File: config.mk
export PLATFORM = sky130hd
export DESIGN_NAME = multicycle_control
export DESIGN_NICKNAME = d
export VERILOG_FILES = /design/src/rtl/multicycle_control.sv
export SDC_FILE = /design/constraint.sdc
export NUM_CORES = 1
export LEC_CHECK = 0
export BUFFER_PORTS_ARGS = -buffer_cell sky130_fd_sc_hd__buf_2
export CAP_MARGIN = 20
export CELL_PAD_IN_SITES_DETAIL_PLACEMENT = 0
export CELL_PAD_IN_SITES_GLOBAL_PLACEMENT = 1
export CORE_MARGIN = 4
export CORE_UTILIZATION = 42
export CTS_CLUSTER_SIZE = 25
export DETAILED_ROUTE_END_ITERATION = 10
export PLACE_DENSITY_LB_ADDON = 0.3
export SLEW_MARGIN = 10
export SYNTH_ARGS = -nofsm -noshare
export SYNTH_HDL_FRONTEND = slang
export SYNTH_SLANG_ARGS = --single-unit
export TNS_END_PERCENT = 5
File: constraint.sdc
create_clock -name clk -period 5.9 [get_ports clk]
set_input_delay 0.59 -clock clk [delete_from_list [all_inputs] [get_ports clk]]
set_output_delay 0.59 -clock clk [all_outputs]
set_load 0.05 [all_outputs]
File: src/rtl/multicycle_control.sv
// Multicycle sequencing controller: fetch/decode/exec/mem/wb FSM that owns
// the IR and instret and drives ALU, memory, writeback and PC strobes.
// Optional jal support is enabled by defining MINIRISCV_JAL_EN.
// Ports: clk, rst (async, active-high); inst/imem_req/imem_ready fetch
// handshake; dmem_req/dmem_we/dmem_ready data handshake; zero ALU flag;
// alu_op/alu_src/alu_funct3/alu_funct7 ALU control; rs1/rs2/rd register
// addresses; reg_write/wb_sel writeback; pc_write/pc_sel PC update;
// instret retired count; trap sticky illegal-instruction flag.
module multicycle_control (
  input  logic        clk,
  input  logic        rst,
  input  logic [31:0] inst,
  output logic        imem_req,
  input  logic        imem_ready,
  output logic        dmem_req,
  output logic        dmem_we,
  input  logic        dmem_ready,
  input  logic        zero,
  output logic [1:0]  alu_op,
  output logic        alu_src,
  output logic [2:0]  alu_funct3,
  output logic [6:0]  alu_funct7,
  output logic [4:0]  rs1,
  output logic [4:0]  rs2,
  output logic [4:0]  rd,
  output logic        reg_write,
  output logic [1:0]  wb_sel,
  output logic        pc_write,
  output logic [1:0]  pc_sel,
  output logic [31:0] instret,
  output logic        trap
);

`ifdef MINIRISCV_JAL_EN
  localparam bit JalEn = 1'b1;
`else
  localparam bit JalEn = 1'b0;
`endif

  typedef enum logic [2:0] {
    S_FETCH, S_DECODE, S_EXEC, S_MEM, S_WB, S_TRAP
  } state_t;

  state_t      state, state_nx;
  logic [31:0] ir;

  logic [6:0] opc, f7;
  logic [2:0] f3;
  logic is_r, is_i, is_lw, is_sw, is_br, is_jal, legal;
  logic taken;

  assign opc = ir[6:0];
  assign f3  = ir[14:12];
  assign f7  = ir[31:25];

  always_comb begin
    is_r   = (opc == 7'b0110011) &&
             ((f3 == 3'd0 && (f7 == 7'h00 || f7 == 7'h20)) ||
              ((f3 == 3'd6 || f3 == 3'd7) && f7 == 7'h00));
    is_i   = (opc == 7'b0010011) &&
             (f3 == 3'd0 || f3 == 3'd6 || f3 == 3'd7);
    is_lw  = (opc == 7'b0000011) && (f3 == 3'd2);
    is_sw  = (opc == 7'b0100011) && (f3 == 3'd2);
    is_br  = (opc == 7'b1100011) && (f3 == 3'd0 || f3 == 3'd1);
    is_jal = JalEn && (opc == 7'b1101111);
    legal  = is_r | is_i | is_lw | is_sw | is_br | is_jal;
  end

  // beq (f3=0) takes on zero, bne (f3=1) on not-zero
  assign taken = f3[0] ? ~zero : zero;

  assign rs1        = ir[19:15];
  assign rs2        = ir[24:20];
  assign rd         = ir[11:7];
  assign alu_funct3 = f3;
  // only R-type forwards funct7 so addi immediates never pick subtract
  assign alu_funct7 = is_r ? f7 : 7'd0;
  assign trap       = (state == S_TRAP);

  always_ff @(posedge clk or posedge rst) begin
    if (rst) begin
      state   <= S_FETCH;
      ir      <= '0;
      instret <= '0;
    end else begin
      state <= state_nx;
      if (state == S_FETCH && imem_ready)
        ir <= inst;
      if (pc_write)
        instret <= instret + 32'd1;
    end
  end

  always_comb begin
    state_nx  = state;
    imem_req  = 1'b0;
    dmem_req  = 1'b0;
    dmem_we   = 1'b0;
    alu_op    = 2'b00;
    alu_src   = 1'b0;
    reg_write = 1'b0;
    wb_sel    = 2'b00;
    pc_write  = 1'b0;
    pc_sel    = 2'b00;

    if (state == S_EXEC || state == S_MEM || state == S_WB) begin
      unique case (1'b1)
        is_r:          alu_op = 2'b10;
        is_i:          begin alu_op = 2'b10; alu_src = 1'b1; end
        is_lw | is_sw: alu_src = 1'b1;
        is_br:         alu_op = 2'b01;
        default:       ;
      endcase
    end

    unique case (state)
      S_FETCH: begin
        imem_req = 1'b1;
        if (imem_ready) state_nx = S_DECODE;
      end
      S_DECODE: begin
        if (!legal)      state_nx = S_TRAP;
        else if (is_jal) state_nx = S_WB;
        else             state_nx = S_EXEC;
      end
      S_EXEC: begin
        if (is_br) begin
          pc_write = 1'b1;
          pc_sel   = taken ? 2'b01 : 2'b00;
          state_nx = S_FETCH;
        end else if (is_lw || is_sw) begin
          state_nx = S_MEM;
        end else begin
          state_nx = S_WB;
        end
      end
      S_MEM: begin
        dmem_req = 1'b1;
        dmem_we  = is_sw;
        // sw retires in the ready cycle to keep its 4-cycle latency
        if (dmem_ready) begin
          if (is_sw) begin
            pc_write = 1'b1;
            state_nx = S_FETCH;
          end else begin
            state_nx = S_WB;
          end
        end
      end
      S_WB: begin
        reg_write = 1'b1;
        pc_write  = 1'b1;
        wb_sel    = is_lw ? 2'b01 : (is_jal ? 2'b10 : 2'b00);
        pc_sel    = is_jal ? 2'b10 : 2'b00;
        state_nx  = S_FETCH;
      end
      S_TRAP:  ;
      default: state_nx = S_FETCH;
    endcase
  end

endmodule

Word level (Yosys, flattened, before mapping)
Cells that the tools add are included.
{ "word_totals": {"ff_bits": 67, "in_bits": 37, "elab_cells": 77} }
{ "classes": {"n_reduce_logical": 23, "mux": 26, "eq_ne": 17, "bitwise_logic": 7, "add_sub_neg": 1} }
{ "ops": {"columns": ["operator", "count"], "rows": [
  ["$add 32x1->32 const B", 1],
  ["$eq 7x6->1 const B", 3],
  ["$mux 3", 6],
  ["$mux 1", 15],
  ["$pmux 3 s5", 1],
  ["$eq 3x3->1 const B", 4],
  ["$eq 3x2->1 const B", 3],
  ["$logic_or 1x1->1", 9],
  ["$logic_and 1x1->1", 8],
  ["$eq 7x2->1 const B", 1],
  ["$eq 7x5->1 const B", 1],
  ["$eq 7x7->1 const B", 1],
  ["$logic_not 7->1", 1],
  ["$mux 7", 1],
  ["$eq 3x1->1 const B", 2],
  ["$logic_not 3->1", 2],
  ["$or 1x1->1", 5],
  ["$ne 2x2->1 const B", 2],
  ["$pmux 2 s2", 1],
  ["$reduce_or 2->1", 2],
  ["$pmux 1 s3", 1],
  ["$reduce_and 3->1", 1],
  ["$mux 2", 1],
  ["$not 1->1", 2]
]} }

Longest topological paths before layout
{ "depth": {"depth_word": 11, "ltp_mapped": 9} }

Least setup slack after synthesis
OpenSTA, ideal clock, no wires.
{ "synth_path": {"kind": "register to output", "start": "reg state[0]", "end": "out alu_op[0]", "n_path_buf": 2, "slack_ps": 2763, "path_stages_with_launch": 7, "arrival_ps": 2547, "path_cell_list": "dfrtp_1 buf_2 or3_1 clkbuf_1 inv_1 nor2_1 nor3_1"} }
{ "synth_between": {"elab_chain_cells": 4} }
{ "synth_lines": {"columns": ["item", "line_no", "source"], "rows": [
  ["from (decl)", "44", "state_t state, state_nx;"],
  ["from (signal assigned)", "86", "state <= state_nx;"],
  ["$eq 3x2->1", "106", "if (state == S_EXEC || state == S_MEM || state == S_WB) begin"],
  ["$logic_or 1x1->1", "106", null],
  ["$logic_or 1x1->1 (*)", "106", null],
  ["$mux 2 (*)", "106", null],
  ["to (decl)", "19", "output logic [1:0] alu_op,"]
]} }
Mark *: on every way between the ends. The rest lies on a longest branch, timed or not.

Final worst setup path
{ "layout_path": {"start": "reg ir[14]", "end": "out alu_op[1]"} }
{ "layout_between": {"elab_chain_cells": 8} }
{ "layout_lines": {"columns": ["item", "line_no", "source"], "rows": [
  ["from (decl)", "45", "logic [31:0] ir;"],
  ["from (signal assigned)", "88", "ir <= inst;"],
  ["$eq 3x3->1", "59, 61", null],
  ["$logic_or 1x1->1", "59", "((f3 == 3'd6 || f3 == 3'd7) && f7 == 7'h00));"],
  ["$logic_and 1x1->1", "59", null],
  ["$logic_or 1x1->1", "58", "((f3 == 3'd0 && (f7 == 7'h00 || f7 == 7'h20)) ||"],
  ["$logic_and 1x1->1", "57", "is_r = (opc == 7'b0110011) &&"],
  ["$reduce_or 2->1 (no source line)", null, null],
  ["$pmux 2 s2 (*)", "107", "unique case (1'b1)"],
  ["$mux 2 (*)", "106", null]
]} }
Marked as above.

==> results.ini <==
[status]
status = finished, final reports clean

[clocking]
cts_resized = 0
cts_hold_buf = 0
cts_buffer_depth = 2
h-tree-depth = 3
cts_tree = yes
cts_sinks = 67
cts_buffers = 9
clock-root-buffer = clkbuf_8
post_cts_buffers = 0
clock_latency_ns = 0.34
clkTransAtPathRegs_ns = 0.07

[cells_and_area]
stdcell_area_sq_um = 3890
area_growth_pct = 17.1
antennaDiodeCount = 0
layout.nets = 411
drive_gt1_share_pct = 41.1
post-route-util_pct = 50.3

[floorplan]
initial_core_util_pct = 43.0
io_pins = 107
num_rows = 32
core_sq_um = 7730
die_h_um = 97.0
dieArea_sq_um = 9400
fp.dieW_um = 97.0

[sta]
finClkSkew_ns = 0.00934
finalCritPeriodShare_pct = 47.5
rsz0062_at_grt = no
finalSetupViolCount = 0
min_period_ns = 2.80
timing.setup.tns_ns = 0
maxClockFrequency_mhz = 357
worst_pin_slew_ns = 0.847
slew_headroom_pct = 43.5
hold_viol_final = 0
report.final.slew_viol_count = 0
hold_slack_ns = 0.468

[synth]
synthArstFlopShare_pct = 100
synthTopCellsByCount = 67 x dfrtp_1, 31 x mux2_2, 29 x xnor2_1
synth_edf_count = 0
synth_flop_cell = dfrtp_1
synth_area_sq_um = 3320
synthTopCellsByArea = dfrtp_1 50%, mux2_2 11%, xnor2_1 7.6%, buf_4 6.3%, nand2_1 2.1%
synth.distinct_cells = 43
ys_seq_area_share_pct = 50.5
synth_top_area_cell = dfrtp_1
synth_top_area_share_pct = 50.5
syn_area_per_cell_sq_um = 11.4
syn_inst = 292
ys_warn_count = 0
synth_most_common_cell = dfrtp_1
ys_seq_elements = 67

[setup_path]
crit_path_start_kind = register
cp_max_fo = 6
r2r_slack_ns = 3.58
path_class = reg -> out
r2r_cells = 5
end_kind = output pin
cp-startpoint = ir[14]
timing.rr.start = state[2]
crit_required_ns = 5.31
arrival_ns = 2.21
r2r_end = instret[9]

[global_routing]
antenna_found_initial = 0
grt_pass1_wl_mm = 11.6
grt_overflow = 0
grt_max_degree = 68
grt_usage_pct = 15.2
grt_pass1_vias = 2374

[detailed_routing]
routed_wl_mm = 6.81
drtIter0Drc = 97
vias_per_cell = 4.87
ant_nets = 0
vias = 2332
first_pass_iters = 4
wl_per_cell_um = 14.2
drc = 0

[worst_hold_path]
min_to = ir[30]
hp-class = in -> reg
worst_hold_startpoint = inst[30]
whs_path_depth = 3

[placement]
place_congestion = 0.891
port_buffers = 98
placed_cell_area_sq_um = 3730
hpwl_mm = 5.05

[power_and_ir_drop]
leakage_nw = 1.84
internal-power_w = 0.00101
switching_share_pct = 44.4
powerDensity_nw_per_um2 = 466
clockPowerShare_pct = 17.6
p_seq_share_pct = 39.2
power_switching_w = 0.000805
pwr-share-comb_pct = 43.2
peakVddDrop_mv = 0.433

[flow_run]
drv_cap = 0

[cell families (layout without fill, tap and decap cells)]
logic type | Yosys count | after routing | synth area share (%)
AND/OR/NAND/NOR | 94 | 94 | 15.8
flip-flops | 67 | 67 | 50.5
buffers and inverters | 46 | 124 | 8.62
XOR/XNOR | 32 | 32 | 8.43
multiplexers | 31 | 31 | 10.5
AO/OA/AOI/OAI | 20 | 20 | 5.69
adder cells (fa/ha/maj) | 1 | 1 | 0.376
other | 1 | 8 | 0.113
[placed cells by master (no fill, tap or decap), drive strengths merged]
cell and count:
a2111o 1, a2111oi 1, a211o 1, a211oi 2
a21oi 6, a221o 1, a221oi 1, a2bb2oi 1
a32oi 1, and2 2, and3 7, and3b 1
and4 2, buf 100, clkbuf 12, clkinv 3
conb 8, dfrtp 67, ha 1, inv 9
mux2 31, nand2 19, nand2b 1, nand3 13
nand3b 3, nand4 11, nand4bb 1, nor2 15
nor2b 4, nor3 8, nor3b 1, nor4 1
o21ai 4, o31ai 1, or2b 1, or3 3
or4b 1, xnor2 29, xor2 3
[power by group through the flow]
stage          Clock [W]  Sequential, W  Combinational (W)
2_1_floorplan          0       0.000746           0.000698
3_3_place_gp           0       0.000716           0.000793
3_5_place_dp           0       0.000721           0.000795
4_1_cts         0.000338       0.000712           0.000796
5_1_grt         0.000358       0.000737           0.000839
6_report        0.000319       0.000712           0.000784
[critical path, stage by stage (launching register included)]
cell,delay (ns)
dfrtp_1,0.44
or3_1,0.42
a2111o_1,0.43
a21oi_2,0.18
nor2b_1,0.15
buf_2,0.27
[flip-flops by register name, indices dropped and copies added (netlist names)]
register and count:
ir 32, state 3, instret 32
[metrics by stage]
step	cells	total power (W)	worst slack [ns]
6_report	479	0.00181	3.10
5_1_grt	479	0.00193	2.94
4_1_cts	479	0.00185	3.08
3_5_place_dp	464	0.00152	3.45
3_3_place_gp	464	0.00151	3.47
2_1_floorplan	299	0.00144	2.76
[layout make-up]
class | count | area [sq um]
fill | 739 | 3840
sequential | 67 | 1680
multi-input combinational | 186 | 1390
timing repair buffer | 100 | 505
clock buffer | 12 | 145
tap | 102 | 128
inverter | 9 | 33.8
clock inverter | 3 | 15.0
[layer usage]
metal | share of wire, % | global-route usage (%)
met1 | 48 | 20.8
met3 | 6.1 | 5.12
met4 | 1.2 | 5.18
met5 | 0 | 0
met2 | 45 | 22.5
[how the worst max path moves through the flow]
stage	cells past startpoint	slack (ns)	end
2_1_floorplan	6	2.76	alu_op[0]
3_3_place_gp	5	3.47	alu_op[1]
3_5_place_dp	5	3.45	alu_op[1]
4_1_cts	5	3.08	alu_op[1]
5_1_grt	5	2.94	alu_op[1]
6_report	5	3.10	alu_op[1]
No activity file was read; power rests on OpenSTA's default activity.
